<file path="src/rtl/axi_arbiter.sv">
// Two-master AXI arbiter: m0 read-only, m1 read/write, one slave, one transaction at a time.
// Optional macro ARB_RR_EN selects round-robin between masters; default is fixed priority.
module axi_arbiter #(
    parameter int ADDR_WIDTH = 32,
    parameter int DATA_WIDTH = 64
) (
    input  logic                  clk,
    input  logic                  rst,
    // master 0 read
    input  logic [ADDR_WIDTH-1:0] m0_araddr,
    input  logic                  m0_arvalid,
    input  logic [1:0]            m0_arburst,
    input  logic [7:0]            m0_arlen,
    input  logic [2:0]            m0_arsize,
    output logic                  m0_arready,
    output logic [DATA_WIDTH-1:0] m0_rdata,
    output logic [1:0]            m0_rresp,
    output logic                  m0_rvalid,
    output logic                  m0_rlast,
    input  logic                  m0_rready,
    // master 1 read
    input  logic [ADDR_WIDTH-1:0] m1_araddr,
    input  logic                  m1_arvalid,
    input  logic [1:0]            m1_arburst,
    input  logic [7:0]            m1_arlen,
    input  logic [2:0]            m1_arsize,
    output logic                  m1_arready,
    output logic [DATA_WIDTH-1:0] m1_rdata,
    output logic [1:0]            m1_rresp,
    output logic                  m1_rvalid,
    output logic                  m1_rlast,
    input  logic                  m1_rready,
    // master 1 write
    input  logic [ADDR_WIDTH-1:0] m1_awaddr,
    input  logic                  m1_awvalid,
    input  logic [1:0]            m1_awburst,
    input  logic [7:0]            m1_awlen,
    output logic                  m1_awready,
    input  logic [DATA_WIDTH-1:0] m1_wdata,
    input  logic [7:0]            m1_wstrb,
    input  logic                  m1_wlast,
    input  logic                  m1_wvalid,
    output logic                  m1_wready,
    output logic [1:0]            m1_bresp,
    output logic                  m1_bvalid,
    input  logic                  m1_bready,
    // slave side
    output logic [ADDR_WIDTH-1:0] s_araddr,
    output logic                  s_arvalid,
    output logic [1:0]            s_arburst,
    output logic [7:0]            s_arlen,
    output logic [2:0]            s_arsize,
    input  logic                  s_arready,
    input  logic [DATA_WIDTH-1:0] s_rdata,
    input  logic [1:0]            s_rresp,
    input  logic                  s_rvalid,
    input  logic                  s_rlast,
    output logic                  s_rready,
    output logic [ADDR_WIDTH-1:0] s_awaddr,
    output logic                  s_awvalid,
    output logic [1:0]            s_awburst,
    output logic [7:0]            s_awlen,
    input  logic                  s_awready,
    output logic [DATA_WIDTH-1:0] s_wdata,
    output logic [7:0]            s_wstrb,
    output logic                  s_wlast,
    output logic                  s_wvalid,
    input  logic                  s_wready,
    input  logic [1:0]            s_bresp,
    input  logic                  s_bvalid,
    output logic                  s_bready,
    output logic [1:0]            grant
);

    // state | meaning
    // IDLE  | no owner, everything quiet, arbitrate on requests
    // RD0   | master 0 read owns AR/R until last R beat
    // RD1   | master 1 read owns AR/R until last R beat
    // WR1   | master 1 write owns AW/W/B until B handshake
    typedef enum logic [1:0] {
        IDLE = 2'b00,
        RD0  = 2'b01,
        RD1  = 2'b10,
        WR1  = 2'b11
    } state_t;

    state_t state;

    assign grant = state;

`ifdef ARB_RR_EN
    logic last_m1;
    logic m1_req;
    assign m1_req = m1_awvalid | m1_arvalid;
`endif

    always_ff @(posedge clk) begin
        if (rst) begin
            state   <= IDLE;
`ifdef ARB_RR_EN
            last_m1 <= 1'b1;
`endif
        end else begin
            case (state)
                IDLE: begin
`ifdef ARB_RR_EN
                    // m1 wins unless m0 is also waiting and m1 had the last turn
                    if (m1_req && !(m0_arvalid && last_m1)) begin
                        state   <= m1_awvalid ? WR1 : RD1;
                        last_m1 <= 1'b1;
                    end else if (m0_arvalid) begin
                        state   <= RD0;
                        last_m1 <= 1'b0;
                    end
`else
                    if (m1_awvalid)      state <= WR1;
                    else if (m1_arvalid) state <= RD1;
                    else if (m0_arvalid) state <= RD0;
`endif
                end
                RD0, RD1: if (s_rvalid && s_rready && s_rlast) state <= IDLE;
                WR1:      if (s_bvalid && s_bready) state <= IDLE;
                default:  state <= IDLE;
            endcase
        end
    end

    always_comb begin
        m0_arready = 1'b0;
        m0_rdata   = '0;
        m0_rresp   = 2'b00;
        m0_rvalid  = 1'b0;
        m0_rlast   = 1'b0;
        m1_arready = 1'b0;
        m1_rdata   = '0;
        m1_rresp   = 2'b00;
        m1_rvalid  = 1'b0;
        m1_rlast   = 1'b0;
        m1_awready = 1'b0;
        m1_wready  = 1'b0;
        m1_bresp   = 2'b00;
        m1_bvalid  = 1'b0;
        s_araddr   = '0;
        s_arvalid  = 1'b0;
        s_arburst  = 2'b00;
        s_arlen    = 8'h00;
        s_arsize   = 3'b000;
        s_rready   = 1'b0;
        s_awaddr   = '0;
        s_awvalid  = 1'b0;
        s_awburst  = 2'b00;
        s_awlen    = 8'h00;
        s_wdata    = '0;
        s_wstrb    = 8'h00;
        s_wlast    = 1'b0;
        s_wvalid   = 1'b0;
        s_bready   = 1'b0;
        case (state)
            RD0: begin
                s_araddr   = m0_araddr;
                s_arvalid  = m0_arvalid;
                s_arburst  = m0_arburst;
                s_arlen    = m0_arlen;
                s_arsize   = m0_arsize;
                m0_arready = s_arready;
                m0_rdata   = s_rdata;
                m0_rresp   = s_rresp;
                m0_rvalid  = s_rvalid;
                m0_rlast   = s_rlast;
                s_rready   = m0_rready;
            end
            RD1: begin
                s_araddr   = m1_araddr;
                s_arvalid  = m1_arvalid;
                s_arburst  = m1_arburst;
                s_arlen    = m1_arlen;
                s_arsize   = m1_arsize;
                m1_arready = s_arready;
                m1_rdata   = s_rdata;
                m1_rresp   = s_rresp;
                m1_rvalid  = s_rvalid;
                m1_rlast   = s_rlast;
                s_rready   = m1_rready;
            end
            WR1: begin
                s_awaddr   = m1_awaddr;
                s_awvalid  = m1_awvalid;
                s_awburst  = m1_awburst;
                s_awlen    = m1_awlen;
                m1_awready = s_awready;
                s_wdata    = m1_wdata;
                s_wstrb    = m1_wstrb;
                s_wlast    = m1_wlast;
                s_wvalid   = m1_wvalid;
                m1_wready  = s_wready;
                m1_bresp   = s_bresp;
                m1_bvalid  = s_bvalid;
                s_bready   = m1_bready;
            end
            default: ;
        endcase
    end

endmodule
</file>
<file path="config.mk">
export PLATFORM = sky130hd
export DESIGN_NAME = axi_arbiter
export DESIGN_NICKNAME = d
export VERILOG_FILES = /design/src/rtl/axi_arbiter.sv
export SDC_FILE = /design/constraint.sdc
export NUM_CORES = 1
export LEC_CHECK = 0
export CAP_MARGIN = 20
export CORE_AREA = 2 2 235 237
export CTS_BUF_LIST = sky130_fd_sc_hd__clkbuf_16
export DETAILED_ROUTE_END_ITERATION = 6
export DIE_AREA = 0 0 237 239
export DONT_BUFFER_PORTS = 1
export GPL_TIMING_DRIVEN = 0
export PLACE_DENSITY = 0.3
export SYNTH_ARGS = -nofsm -noshare
export SYNTH_HDL_FRONTEND = slang
export SYNTH_SLANG_ARGS = --single-unit
</file>
<file path="constraint.sdc">
create_clock -name clk -period 1.8 [get_ports clk]
set_input_delay 0.27 -clock clk [delete_from_list [all_inputs] [get_ports clk]]
set_output_delay 0.27 -clock clk [all_outputs]
set_load 0.02 [all_outputs]
</file>
==> flow_metrics.tcl <==
set metrics [dict create \
    outcome "complete, but fails checks" \
    violations "negative setup slack" \
    core_um2 54300 \
    grt_pass1_wl_um 25300 \
    synthAdderAreaFrac 0.0232 \
    ioPinCount 598 \
    drtIter0Drc 167 \
    cp_slowest_stage_delay_ns 0.46 \
    drc 0 \
    yosysSeqAreaShare 0.0148 \
    synthXorXnorAreaFrac 0 \
    syn_area_um2 2700 \
    p_total_mw 7.37 \
    numPortBuffers 0 \
    yosysUniqueCellTypes 19 \
    r2r_slack_ns 0.05 \
    grt.total_usage 0.0663 \
    synth.avg_cell_area_um2 6.40 \
    slew_viol_final 0 \
    min_period_over_period 1.06 \
    hp-class "in2reg" \
    syn-num-nets 715 \
    synth-compound-area-share 0.140 \
    clkTransAtPathRegs_ns 0.03 \
    largest_reg_flops 2 \
    cts.sinks 2 \
    critPathRequiredTime_ns 1.53 \
    power_density_nw_per_um2 1320 \
    synth_top_area_share 0.605 \
    yosys.area_share.simple 0.729 \
    rr_startpoint "grant[0]" \
    tightest_slew_ns 0.524 \
    r2r_end "grant[0]" \
    syn_inst 422 \
    cts_tree "yes" \
    grt_max_degree 11 \
    clockBufferDepth 2 \
    reg2reg_depth 8 \
    hpwlAfterDp_um 17100 \
    cts-buffers-inserted 3 \
    final_common_cell "and2_4" \
    area_growth_pct 107 \
    place_congestion 0.920 \
    p_sw_mw 3.67 \
    crit_path_top_delay_cell "dfxtp_4" \
    synth.area.mux_share 0.00741 \
    layout_common_cells "and2_4 (149), and2_1 (67), and2_2 (45)" \
    ctsHoldBuffers 0 \
    start_util 0.0497 \
    intPower_mw 3.69 \
    root_buffer "clkbuf_16" \
    fillers 6190 \
    cp_max_fo 9 \
    place_ws_ns -1.09 \
    grt_antenna_before_repair 11 \
    finalHoldViolCount 0 \
    cp-start-kind "register" \
    grt_pass1_vias 3168 \
    routedWlPerCell_um 19.0 \
    cp-end-kind "output port" \
    vias_per_cell 2.93 \
    drive_above_1_share 0.812 \
    grt_overflow 0 \
    p_comb_frac 0.935 \
    crit_top_cell "buf_12" \
    setup_viol 145 \
    htreeDepth 1 \
    worstPathArrival_ns 1.64 \
    firstDrtPassIters 4 \
    seqPwrFrac 0.020 \
    p_clk_frac 0.045 \
    row_count 86 \
    multi_input_area_um2 3440 \
    max-cap-violations 0 \
    slew_headroom 0.646 \
    max_freq_mhz 523 \
    num-nets-final 747 \
    critPathLaunch "grant[0]" \
    fin_ws_ns -0.112 \
    clk_latency_ns 0.22 \
    die_area_um2 56600 \
    cp_cell_sequence "inv_6 > ha_4 > buf_12 > buf_12 > buf_4 > a22oi_2 > nor2b_4" \
    vias 3399 \
    synth_top_family_by_area "simple AND/OR/NAND/NOR gates" \
    p_leak_nw 1.98 \
    post-synth-top-area-cell "and2_1" \
    switching_share 0.499 \
    rsz0062_at_grt "true" \
    ys_top_cells_by_area "and2_1 (60%), a22oi_1 (13%), nor2b_1 (11%)" \
    register_area_um2 47.5 \
    ir_drop_v 0.000443 \
    path_class "reg2out" \
    skew_ns 0.00193 \
    die_x_um 237 \
    yosys_warnings 0 \
    crit_end "s_araddr[27]" \
    postRouteAntennaNets 0 \
    die_h_um 239 \
    ys_ff_latch 2 \
    routed_wl_um 22000 \
    period_minus_slack_ns 1.91 \
]
## layer usage
metal	share of wire	up-vias	global-route usage	wire [µm]
met5	0.00059	-	0	13
met4	0.040	2	0.0382	875
met3	0.090	43	0.0200	1980
met2	0.48	357	0.109	10700
met1	0.38	1598	0.0765	8470
li1	-	1399	-	-
## layout make-up
type	instances	share of cell area
Timing Repair Buffer	28	0.0788
Buffer	43	0.121
Multi-Input combinational cell	373	0.615
Clock buffer	3	0.0134
Inverter	3	0.00336
Antenna cell	4	0.00179
Sequential cell	2	0.00850
Tap cell	704	0.158
## power by group through the flow
stage          registers [mW]  clock network [mW]  logic, mW
2_1_floorplan          0.0951                   0       2.91
3_3_place_gp            0.117                   0       3.89
3_5_place_dp            0.118                   0       3.88
4_1_cts                 0.145               0.338       6.34
5_1_grt                 0.153               0.345       7.27
6_report                0.147               0.330       6.89
## synthesized netlist by cell type
cell / instances
and2_1: 261
nor2b_1: 48
a22oi_1: 46
buf_2: 16
clkbuf_2: 16
clkbuf_1: 8
ha_1: 5
buf_4: 4
inv_1: 3
dfxtp_1: 2
mux2i_1: 2
nand2_1: 2
nand2b_1: 2
o21ai_0: 2
a21oi_1: 1
a22oi_2: 1
nand2_2: 1
nor4b_1: 1
o21ai_1: 1
## stage by stage
step	instances	TNS [ns]	hold slack [ns]	cell area [µm²]	util
floorplan	422	-0.156	0.454	2750	-
global placement	1126	-121.67	0.468	3630	0.0668
detailed placement	1126	-126.81	0.465	3630	0.0668
CTS	1146	-15.47	0.226	5200	0.0956
global route	1160	-16.51	0.242	5590	0.103
finish	1160	-7.65	0.233	5590	0.103
## critical path: cells and delay by family (launching register included)
| family | cells | cell delay (ns) |
|---|---|---|
| simple gates | 1 | 0.09 |
| compound gates | 1 | 0.20 |
| flops | 1 | 0.46 |
| buf+inv | 4 | 0.49 |
| fa+ha+maj | 1 | 0.17 |
## cell families (layout without fill, tap and decap cells)
logic type      count (synthesis)  in the layout
buf+inv                        47             77
simple gates                  315            315
mux                             2              2
other cells                     0              4
flops                           2              2
fa+ha+maj                       5              5
compound gates                 51             51
## worst min path at each step
stage / from / to / slack (ns) / cells past startpoint
after floorplan: rst / grant[0] / 0.45 / 2
after global placement: rst / grant[1] / 0.47 / 2
after detailed placement: rst / grant[1] / 0.46 / 2
after CTS: rst / grant[1] / 0.23 / 2
after global routing: rst / grant[1] / 0.24 / 2
final: rst / grant[1] / 0.23 / 2
## timing repair
| action | CTS | global route |
|---|---|---|
| pin swaps | 10 | 8 |
| gates cloned | 9 | 6 |
| resized for setup | 485 | 102 |
| endpoints found under the setup margin | 310 | 220 |
| setup buffers | 8 | 8 |
No activity file was read; power rests on OpenSTA's default activity.
